File: config.mk
export PLATFORM = sky130hd
export DESIGN_NAME = revo_encoder_with_fallover
export DESIGN_NICKNAME = d
export VERILOG_FILES = /design/src/rtl/revo_encoder_pkg.sv /design/src/rtl/revo_edge_detector.sv /design/src/rtl/revo_encoder_with_fallover.sv
export SDC_FILE = /design/constraint.sdc
export NUM_CORES = 1
export LEC_CHECK = 0
export ABC_AREA = 0
export ABC_CLOCK_PERIOD_IN_PS = 2850
export CORE_UTILIZATION = 50
export CTS_CLUSTER_DIAMETER = 50
export CTS_CLUSTER_SIZE = 40
export DETAILED_ROUTE_END_ITERATION = 8
export PLACE_DENSITY = 0.72
export SLEW_MARGIN = 20
export SYNTH_ARGS = -nofsm -noshare
export SYNTH_HDL_FRONTEND = slang
export SYNTH_HIERARCHICAL = 1
export SYNTH_SLANG_ARGS = --single-unit
File: constraint.sdc
create_clock -name clock -period 2.85 [get_ports clock]
set_clock_uncertainty 0.1 [all_clocks]
set_input_delay 0.57 -clock clock [delete_from_list [all_inputs] [get_ports clock]]
set_output_delay 0.57 -clock clock [all_outputs]
set_load 0.05 [all_outputs]
File: src/rtl/revo_encoder_pkg.sv
// rtl/revo_encoder_pkg.sv - shared mode encodings and default words for the revo encoder
package revo_encoder_pkg;

    typedef enum logic [1:0] {
        MODE_REAL = 2'b00,
        MODE_FAKE = 2'b01,
        MODE_AUTO = 2'b10,
        MODE_CAL  = 2'b11
    } revo_mode_e;

    localparam logic [7:0] DEFAULT_CLOCK_WORD = 8'b11110000;
    localparam logic [7:0] DEFAULT_REVO_WORD  = 8'b00000000;
    localparam logic [7:0] DEFAULT_CAL_WORD0  = 8'b11110100;
    localparam logic [7:0] DEFAULT_CAL_WORD1  = 8'b11110010;
    localparam int         DEFAULT_TOLERANCE  = 4;

endpackage

File: src/rtl/revo_edge_detector.sv
// rtl/revo_edge_detector.sv - revo sample history, qualify window and one-cycle real_revo pulse
module revo_edge_detector #(
    parameter int HISTORY_WIDTH = 16,
    parameter int MAX_DURATION  = 8
) (
    input  logic clock,
    input  logic reset_n,
    input  logic raw_sample,
    output logic real_revo
);

    logic [HISTORY_WIDTH-1:0] history;
    logic                     qualify;
    logic                     qualify_q;
    // Set once a low level has been seen after reset; a level that is already
    // high on release belongs to an abandoned pulse and must not be detected.
    logic                     armed;

    // A revo is a fresh burst of ones confined to the newest MAX_DURATION samples.
    assign qualify = (history[HISTORY_WIDTH-1:MAX_DURATION] == '0) &&
                     (history[MAX_DURATION-1:0] != '0);

    // Shift the history and register the rising edge of the qualify window.
    always_ff @(posedge clock or negedge reset_n) begin
        if (!reset_n) begin
            history   <= '0;
            qualify_q <= 1'b0;
            real_revo <= 1'b0;
            armed     <= 1'b0;
        end else begin
            history   <= {history[HISTORY_WIDTH-2:0], raw_sample & armed};
            qualify_q <= qualify;
            real_revo <= qualify & ~qualify_q;
            armed     <= armed | ~raw_sample;
        end
    end

endmodule

File: src/rtl/revo_encoder_with_fallover.sv
// rtl/revo_encoder_with_fallover.sv - revo encoder with fake-revo generator, watchdog and fallover
module revo_encoder_with_fallover
    import revo_encoder_pkg::*;
#(
    parameter int                    HISTORY_WIDTH = 16,
    parameter int                    MAX_DURATION  = 8,
    parameter int                    WORD_WIDTH    = 8,
    parameter int                    PERIOD_WIDTH  = 16,
    parameter int                    TOLERANCE     = DEFAULT_TOLERANCE,
    parameter logic [WORD_WIDTH-1:0] CLOCK_WORD    = DEFAULT_CLOCK_WORD,
    parameter logic [WORD_WIDTH-1:0] REVO_WORD     = DEFAULT_REVO_WORD,
    parameter logic [WORD_WIDTH-1:0] CAL_WORD0     = DEFAULT_CAL_WORD0,
    parameter logic [WORD_WIDTH-1:0] CAL_WORD1     = DEFAULT_CAL_WORD1
) (
    input  logic                    clock,
    input  logic                    reset_n,
    input  logic                    raw_sample,
    input  logic [1:0]              mode,
    input  logic                    cal_select,
    input  logic [PERIOD_WIDTH-1:0] fake_period,
    output logic [WORD_WIDTH-1:0]   word_out,
    output logic                    revo_out,
    output logic                    using_fake,
    output logic                    revo_missing,
    output logic [PERIOD_WIDTH-1:0] revo_count
);

    localparam logic [PERIOD_WIDTH-1:0] P_ONE  = 1;
    localparam logic [PERIOD_WIDTH-1:0] WD_MAX = '1;

    revo_mode_e              mode_e;
    logic                    real_revo;
    logic [PERIOD_WIDTH-1:0] fake_cnt;
    logic [PERIOD_WIDTH-1:0] fake_last;
    logic                    fake_enable;
    logic                    fake_revo;
    logic [PERIOD_WIDTH-1:0] watchdog;
    logic [PERIOD_WIDTH:0]   missing_thresh;
    logic                    out_revo;
    logic                    fake_source;

    assign mode_e = revo_mode_e'(mode);

    revo_edge_detector #(
        .HISTORY_WIDTH (HISTORY_WIDTH),
        .MAX_DURATION  (MAX_DURATION)
    ) u_edge_detector (
        .clock      (clock),
        .reset_n    (reset_n),
        .raw_sample (raw_sample),
        .real_revo  (real_revo)
    );

    // Fake revo fires on the last count; >= keeps the counter bounded if fake_period shrinks.
    assign fake_enable = (fake_period != '0);
    assign fake_last   = fake_period - P_ONE;
    assign fake_revo   = fake_enable && (fake_cnt >= fake_last);

    // Fake period counter; a real revo in AUTO re-phases it so fallover is seamless.
    always_ff @(posedge clock or negedge reset_n) begin
        if (!reset_n) begin
            fake_cnt <= '0;
        end else if (!fake_enable || fake_revo || (mode_e == MODE_AUTO && real_revo)) begin
            fake_cnt <= '0;
        end else begin
            fake_cnt <= fake_cnt + P_ONE;
        end
    end

    // Watchdog holds the number of cycles elapsed since the last real revo (1 in the
    // cycle right after it), saturating so a long outage never looks like a fresh revo.
    always_ff @(posedge clock or negedge reset_n) begin
        if (!reset_n) begin
            watchdog <= '0;
        end else if (real_revo) begin
            watchdog <= P_ONE;
        end else if (watchdog != WD_MAX) begin
            watchdog <= watchdog + P_ONE;
        end
    end

    assign missing_thresh = {1'b0, fake_period} + (PERIOD_WIDTH+1)'(TOLERANCE);
    assign revo_missing   = ({1'b0, watchdog} > missing_thresh);

    // Select the revo source for this cycle; a coincident real and fake revo yields one.
    always_comb begin
        out_revo    = 1'b0;
        fake_source = 1'b0;
        case (mode_e)
            MODE_REAL: out_revo = real_revo;
            MODE_FAKE: begin
                out_revo    = fake_revo;
                fake_source = 1'b1;
            end
            MODE_AUTO: begin
                out_revo    = real_revo | (revo_missing & fake_revo);
                fake_source = revo_missing;
            end
            default: begin
                out_revo    = 1'b0;
                fake_source = 1'b0;
            end
        endcase
    end

    // Register the serializer word, the revo strobe and the revo counter together.
    always_ff @(posedge clock or negedge reset_n) begin
        if (!reset_n) begin
            word_out   <= CLOCK_WORD;
            revo_out   <= 1'b0;
            using_fake <= 1'b0;
            revo_count <= '0;
        end else begin
            revo_out   <= out_revo;
            using_fake <= fake_source;
            if (out_revo) begin
                revo_count <= revo_count + P_ONE;
            end
            if (mode_e == MODE_CAL) begin
                word_out <= cal_select ? CAL_WORD1 : CAL_WORD0;
            end else if (out_revo) begin
                word_out <= REVO_WORD;
            end else begin
                word_out <= CLOCK_WORD;
            end
        end
    end

endmodule

# After elaboration in Yosys (flattened, before gate mapping)
# Cells that the tools add are included.
[classes]
magnitude_cmp = 2
addsub = 5
bitwise_logic = 7
eq_ne = 4
n_reduce_logical = 11
n_mux = 8
[ops]
columns = ["operator", "count"]
rows = [
  ["$add 16x1->16 const B", 3],
  ["$mux 16", 3],
  ["$add 16x3->17 const B", 1],
  ["$gt 16x17->1", 1],
  ["$ge 16x16->1", 1],
  ["$mux 8", 2],
  ["$ne 16x16->1 const B", 1],
  ["$reduce_bool 16->1", 1],
  ["$sub 16x1->16 const B", 1],
  ["$logic_not 8->1", 1],
  ["$reduce_bool 8->1", 1],
  ["$eq 2x2->1 const B", 2],
  ["$and 1x1->1", 3],
  ["$logic_and 1x1->1", 3],
  ["$mux 3", 1],
  ["$pmux 1 s3", 1],
  ["$eq 2x1->1 const B", 1],
  ["$logic_not 2->1", 1],
  ["$logic_or 1x1->1", 2],
  ["$not 1->1", 2],
  ["$or 1x1->1", 2],
  ["$pmux 1 s2", 1],
  ["$reduce_bool 2->1", 1],
  ["$logic_not 1->1", 1],
]
[totals]
register_bits = 77
input_bits = 22
out_inout_bits = 27
word_cells = 47

# Longest topological paths before layout
# Gate-level depths: netlist of run 1.
[logic_depth]
depth_word = 8
ltp_mapped = 16
depth_no_buf = 15

# Modules after synthesis
# The synthesis of run 1 kept the hierarchy.
[modules_own_cells]
columns = ["mod", "n_inst", "seq_area_each_um2", "area_per_inst_um2", "cells_per_inst"]
rows = [
  ["revo_encoder_with_fallover", 1, 1327.5, 3911.3, 427],
  ["revo_edge_detector", 1, 475.5, 538.0, 27],
]

# Least setup slack after synthesis of run 1
# Ideal clock, no wire load.
[synth_timing]
path_kind = "input -> register"
startpoint = "input fake_period[5]"
endpoint = "register revo_count[4]"
slack_ns = -1.305
n_path_buf = 2
setup_ns = 0.083
arrival_ns = 3.972
stages = 14
required_ns = 2.667
path_cell_list = "clkbuf_1 -> nand4_1 -> nor2_1 -> nand4_1 -> xor2_1 -> ha_1 -> nand3_1 -> nor4_1 -> a2bb2o_1 -> a211oi_2 -> nand4_1 -> buf_4 -> a21oi_1 -> xor2_1"
[synth_between]
word_cells_on_any_way = 9
cone_classes = "2 x add/sub; 2 x order compare; 1 x mux; 2 x bitwise; 2 x reduce/logical"
[synth_rtl]
columns = ["item", "line_no", "text"]
rows = [
  ["start: declaration", "revo_encoder_with_fallover.sv:20", "input logic [PERIOD_WIDTH-1:0] fake_period,"],
  ["$add 16x3->17", "revo_encoder_with_fallover.sv:82", "assign missing_thresh = {1'b0, fake_period} + (PERIOD_WIDTH+1)'(TOLERANCE);"],
  ["$gt 16x17->1", "revo_encoder_with_fallover.sv:83", "assign revo_missing = ({1'b0, watchdog} > missing_thresh);"],
  ["named net revo_missing", "revo_encoder_with_fallover.sv:24", "output logic revo_missing,"],
  ["$and 1x1->1", "revo_encoder_with_fallover.sv:96", "out_revo = real_revo | (revo_missing & fake_revo);"],
  ["$or 1x1->1", "revo_encoder_with_fallover.sv:96", ""],
  ["$pmux 1 s3", "revo_encoder_with_fallover.sv:89", "case (mode_e)"],
  ["end signal: assignment", "revo_encoder_with_fallover.sv:117", "revo_count <= revo_count + P_ONE;"],
  ["end: declaration", "revo_encoder_with_fallover.sv:25", "output logic [PERIOD_WIDTH-1:0] revo_count"],
]
# The timed path passes the listed nets, and every way through them passes these cells.
# A chain may end at the register's enable or synchronous reset.

# Final worst setup path of run 1
[layout_timing]
startpoint = "input fake_period[11]"
endpoint = "register revo_count[1]"
[layout_between]
elab_chain_cells = 6
word_cells_on_any_way = 9
cone_classes = "2 x add/sub; 2 x order compare; 1 x mux; 2 x bitwise; 2 x reduce/logical"
[layout_lines]
columns = ["item", "line_no", "text"]
rows = [
  ["$sub 16x1->16", "revo_encoder_with_fallover.sv:56", "assign fake_last = fake_period - P_ONE;"],
  ["$ge 16x16->1", "revo_encoder_with_fallover.sv:57", "assign fake_revo = fake_enable && (fake_cnt >= fake_last);"],
  ["$logic_and 1x1->1", "revo_encoder_with_fallover.sv:57", ""],
  ["$and 1x1->1", "revo_encoder_with_fallover.sv:96", ""],
  ["$or 1x1->1", "revo_encoder_with_fallover.sv:96", ""],
  ["$pmux 1 s3 (*)", "revo_encoder_with_fallover.sv:89", ""],
  ["named net out_revo", "revo_encoder_with_fallover.sv:39", "logic out_revo;"],
]
# The timed path passes the listed nets; every way through them passes the cells marked *.

==> results of run 1 <==
-- through the flow --
stage          setup slack (ns)  hold WS [ns]  setup TNS, ns
3_3_place_gp              -1.35         0.249         -42.97
6_report                 -0.933        0.0752         -29.10
4_1_cts                  -0.788        0.0808         -22.06
5_1_grt                   -1.02        0.0941         -32.14
2_1_floorplan            -0.932         0.174         -24.99
3_5_place_dp              -1.53         0.257         -45.98
-- placed cells by master, fill, tap and decap left out, drive strengths merged, types with 19 or more instances in the layout --
| master | n |
|---|---|
| a21oi | 19 |
| buf | 76 |
| nor2 | 51 |
| inv | 20 |
| xor2 | 40 |
| xnor2 | 27 |
| clkdlybuf4s50 | 29 |
| nand2 | 27 |
| dfrtp | 71 |
| nand3 | 33 |
| ha | 45 |
-- sequential cells by signal (all words and copies together), names as in the netlist, 3 cells and up --
register,cells
fake_cnt,16
revo_count,16
u_edge_detector/history,16
watchdog,16
word_out,3
-- kinds of logic after synthesis --
kind of cell             Yosys count
other                              1
AO/OA/AOI/OAI                     49
flip-flops                        72
XOR/XNOR                          67
buffers and inverters             35
adder cells (fa/ha/maj)           45
AND/OR/NAND/NOR                  182
multiplexers                       3
-- power by group --
| group | switching [mW] | internal (mW) |
|---|---|---|
| sequential | 0.161 | 1.14 |
| combinational | 0.414 | 0.368 |
| clock | 0.414 | 0.368 |
| total | 0.989 | 1.87 |
-- how the worst max path moves through the flow --
stage / startpoint / end / slack, ns / depth (start not counted)
6_report: fake_period[11] / revo_count[1] / -0.93 / 16
5_1_grt: fake_period[11] / revo_count[1] / -1.02 / 16
4_1_cts: fake_period[6] / revo_count[1] / -0.79 / 14
3_5_place_dp: fake_period[7] / revo_count[14] / -1.53 / 14
3_3_place_gp: fake_period[7] / revo_count[2] / -1.35 / 15
2_1_floorplan: fake_period[5] / revo_count[14] / -0.93 / 13
-- timing repair --
action	in CTS	in global routing
endpoints found under the hold margin	0	0
gates cloned	1	1
buffers inserted	11	11
gates resized for setup	83	48
endpoints found under the setup margin	36	36
pin swaps	43	44
hold buffers	0	0
-- worst max-delay path: stages --
cell	delay (ns)
dlygate4sd2_1	0.26
nor4_2	0.35
nand2b_1	0.24
buf_4	0.21
nor3_4	0.16
xnor2_1	0.09
ha_1	0.31
nand4_1	0.18
buf_4	0.16
inv_2	0.05
a2111oi_4	0.40
o21ai_4	0.14
a31oi_4	0.32
buf_6	0.15
nand2_4	0.04
mux2_4	0.29
-- cell type report --
| cell class | count | area (sq um) |
|---|---|---|
| fill | 606 | 2470 |
| inverter | 18 | 67.6 |
| tap | 108 | 135 |
| timing repair buffer | 115 | 1090 |
| multi-input combinational | 348 | 2930 |
| clock inverter | 5 | 37.5 |
| sequential | 72 | 1800 |
| clock buffer | 11 | 151 |
-- layer usage --
layer | part of all wire [%] | routed length [microns]
met1 | 44 | 4990
met2 | 49 | 5460
met3 | 4.7 | 530
met4 | 2.1 | 230
met5 | 0 | 0
==> results.json, run 1 <==
{
  "final_cells": 677,
  "wl_microns": 11200,
  "fin_nets": 631,
  "timing.rr.start": "watchdog[2]",
  "num_io_pins": 49,
  "clk_pin_slew_ns": 0.08,
  "die_area_sq_mm": 0.00928,
  "crit_type": "input pin to flip-flop",
  "drtIter0Drc": 161,
  "ys.flop_type": "dfrtp_1",
  "synthTopCellsByArea": "dfrtp_1 40%, ha_1 13%, xor2_1 7.9%",
  "synth_top_area_share_pct": 39.9,
  "fin_util_pct": 71.6,
  "synth_top_family_by_area": "simple AND/OR/NAND/NOR gates",
  "cellPowerDensity_mw_per_mm2": 461,
  "initial_utilization_pct": 51.3,
  "die_w_microns": 96.3,
  "synth-edff-count": 0,
  "wl_per_cell_microns": 16.6,
  "post-route-period-util_pct": 133,
  "clockBufferDepth": 2,
  "antennaDiodeCount": 0,
  "gp_congestion": 0.901,
  "final_layout_size_suffix_gt1_share_pct": 29.9,
  "yosys_warnings": 6,
  "maxCapViolCount": 0,
  "synth_cell_types": 51,
  "endpoint_kind": "flip-flop",
  "synth.most_common_cell": "dfrtp_1",
  "io_buffers": 46,
  "place_hpwl_microns": 7430,
  "timing.final.ws_setup_ns": -0.933,
  "r2r_slack_ns": -0.07,
  "drtAntennaViolNets": 0,
  "hold_path.class": "input pin to asynchronous set/reset pin",
  "grt-busiest-layer": "met2",
  "hold_viol_final": 0,
  "synth_top_cell_by_area": "dfrtp_1",
  "grt_max_degree": 40,
  "synth_xor_area_share_pct": 13.2,
  "clock-sinks": 72,
  "cp_max_fo": 4,
  "use_met2_pct": 39.4,
  "outcome": "finished with violations",
  "placed_area_sq_mm": 0.00545,
  "die_y_microns": 96.3,
  "cts_tree": "done",
  "dp.cells": 640,
  "synth-seq-area-share_pct": 40.5,
  "slew_viol_final": 0,
  "grt_usage_pct": 24.6,
  "core_sq_mm": 0.00868,
  "muxShareOfSynthArea_pct": 0.787,
  "finalSetupViolations": 35,
  "grt_util_met3_pct": 5.45,
  "ys_ff_latch": 72,
  "min_period_ns": 3.78,
  "cp.required_ns": 3.00,
  "grt_pass1_wl_microns": 17300,
  "yosys.area_share.simple_pct": 21.2,
  "violations": "negative setup slack",
  "dr_total_vias": 3732,
  "slew_headroom_pct": 55.4,
  "syn_to_final_growth_pct": 39.6,
  "antenna_found_initial": 0,
  "total_power_mw": 2.86,
  "mappedNetlistArea_sq_mm": 0.00445,
  "grt_pass1_vias": 3696,
  "vdd_ir_drop_max_mv": 0.384,
  "synthAdderAreaFrac_pct": 12.7,
  "regToRegEndpoint": "revo_count[14]",
  "fmax_mhz": 264,
  "ys_async_sr_fraction_pct": 100,
  "design_area_sq_mm": 0.00621,
  "reg2reg_depth": 10,
  "drc_errors": 0,
  "crit_path_start_kind": "input pin",
  "synth_compound_area_share_pct": 7.73,
  "crit_arrival_ns": 3.93,
  "p_leak_nw": 2.73,
  "met1_usage_pct": 32.8,
  "tightest_slew_ns": 0.659,
  "rsz0062_at_grt": "true",
  "gr-total-overflow": 0,
  "cts_buffers": 9,
  "insertion_delay_ns": 0.36,
  "core.rowCount": 34,
  "dr.pass1.iters": 4,
  "synth_common_cells": "71 x dfrtp_1, 50 x nor2_1, 45 x ha_1, 40 x xor2_1, 33 x nand3_1",
  "via_per_inst": 5.51,
  "cts.htree.levels": 3,
  "cts-root-buf": "clkbuf_8",
  "synthCells": 454,
  "syn_area_per_cell_sq_um": 9.80
}
No activity file was read; power rests on OpenSTA's default activity.
==> inputs of run 2 (changes only) <==
--- a/config.mk
+++ b/config.mk
@@ -8,7 +8,7 @@
 export ABC_AREA = 0
 export ABC_CLOCK_PERIOD_IN_PS = 2850
 export CORE_UTILIZATION = 50
-export CTS_CLUSTER_DIAMETER = 50
+export CTS_CLUSTER_DIAMETER = 40
 export CTS_CLUSTER_SIZE = 40
 export DETAILED_ROUTE_END_ITERATION = 8
 export PLACE_DENSITY = 0.72
==> results of run 2 <==
Same layout as run 1: the final DEF is identical, and so are final timing and power.
==> inputs of run 3 (changes only) <==
--- a/config.mk
+++ b/config.mk
@@ -11,9 +11,11 @@
 export CTS_CLUSTER_DIAMETER = 40
 export CTS_CLUSTER_SIZE = 40
 export DETAILED_ROUTE_END_ITERATION = 8
+export HOLD_SLACK_MARGIN = 0.08
 export PLACE_DENSITY = 0.72
 export SLEW_MARGIN = 20
 export SYNTH_ARGS = -nofsm -noshare
 export SYNTH_HDL_FRONTEND = slang
 export SYNTH_HIERARCHICAL = 1
 export SYNTH_SLANG_ARGS = --single-unit
+export TNS_END_PERCENT = 100
==> results of run 3 <==
Same layout as run 1: the final DEF is identical, and so are final timing and power.
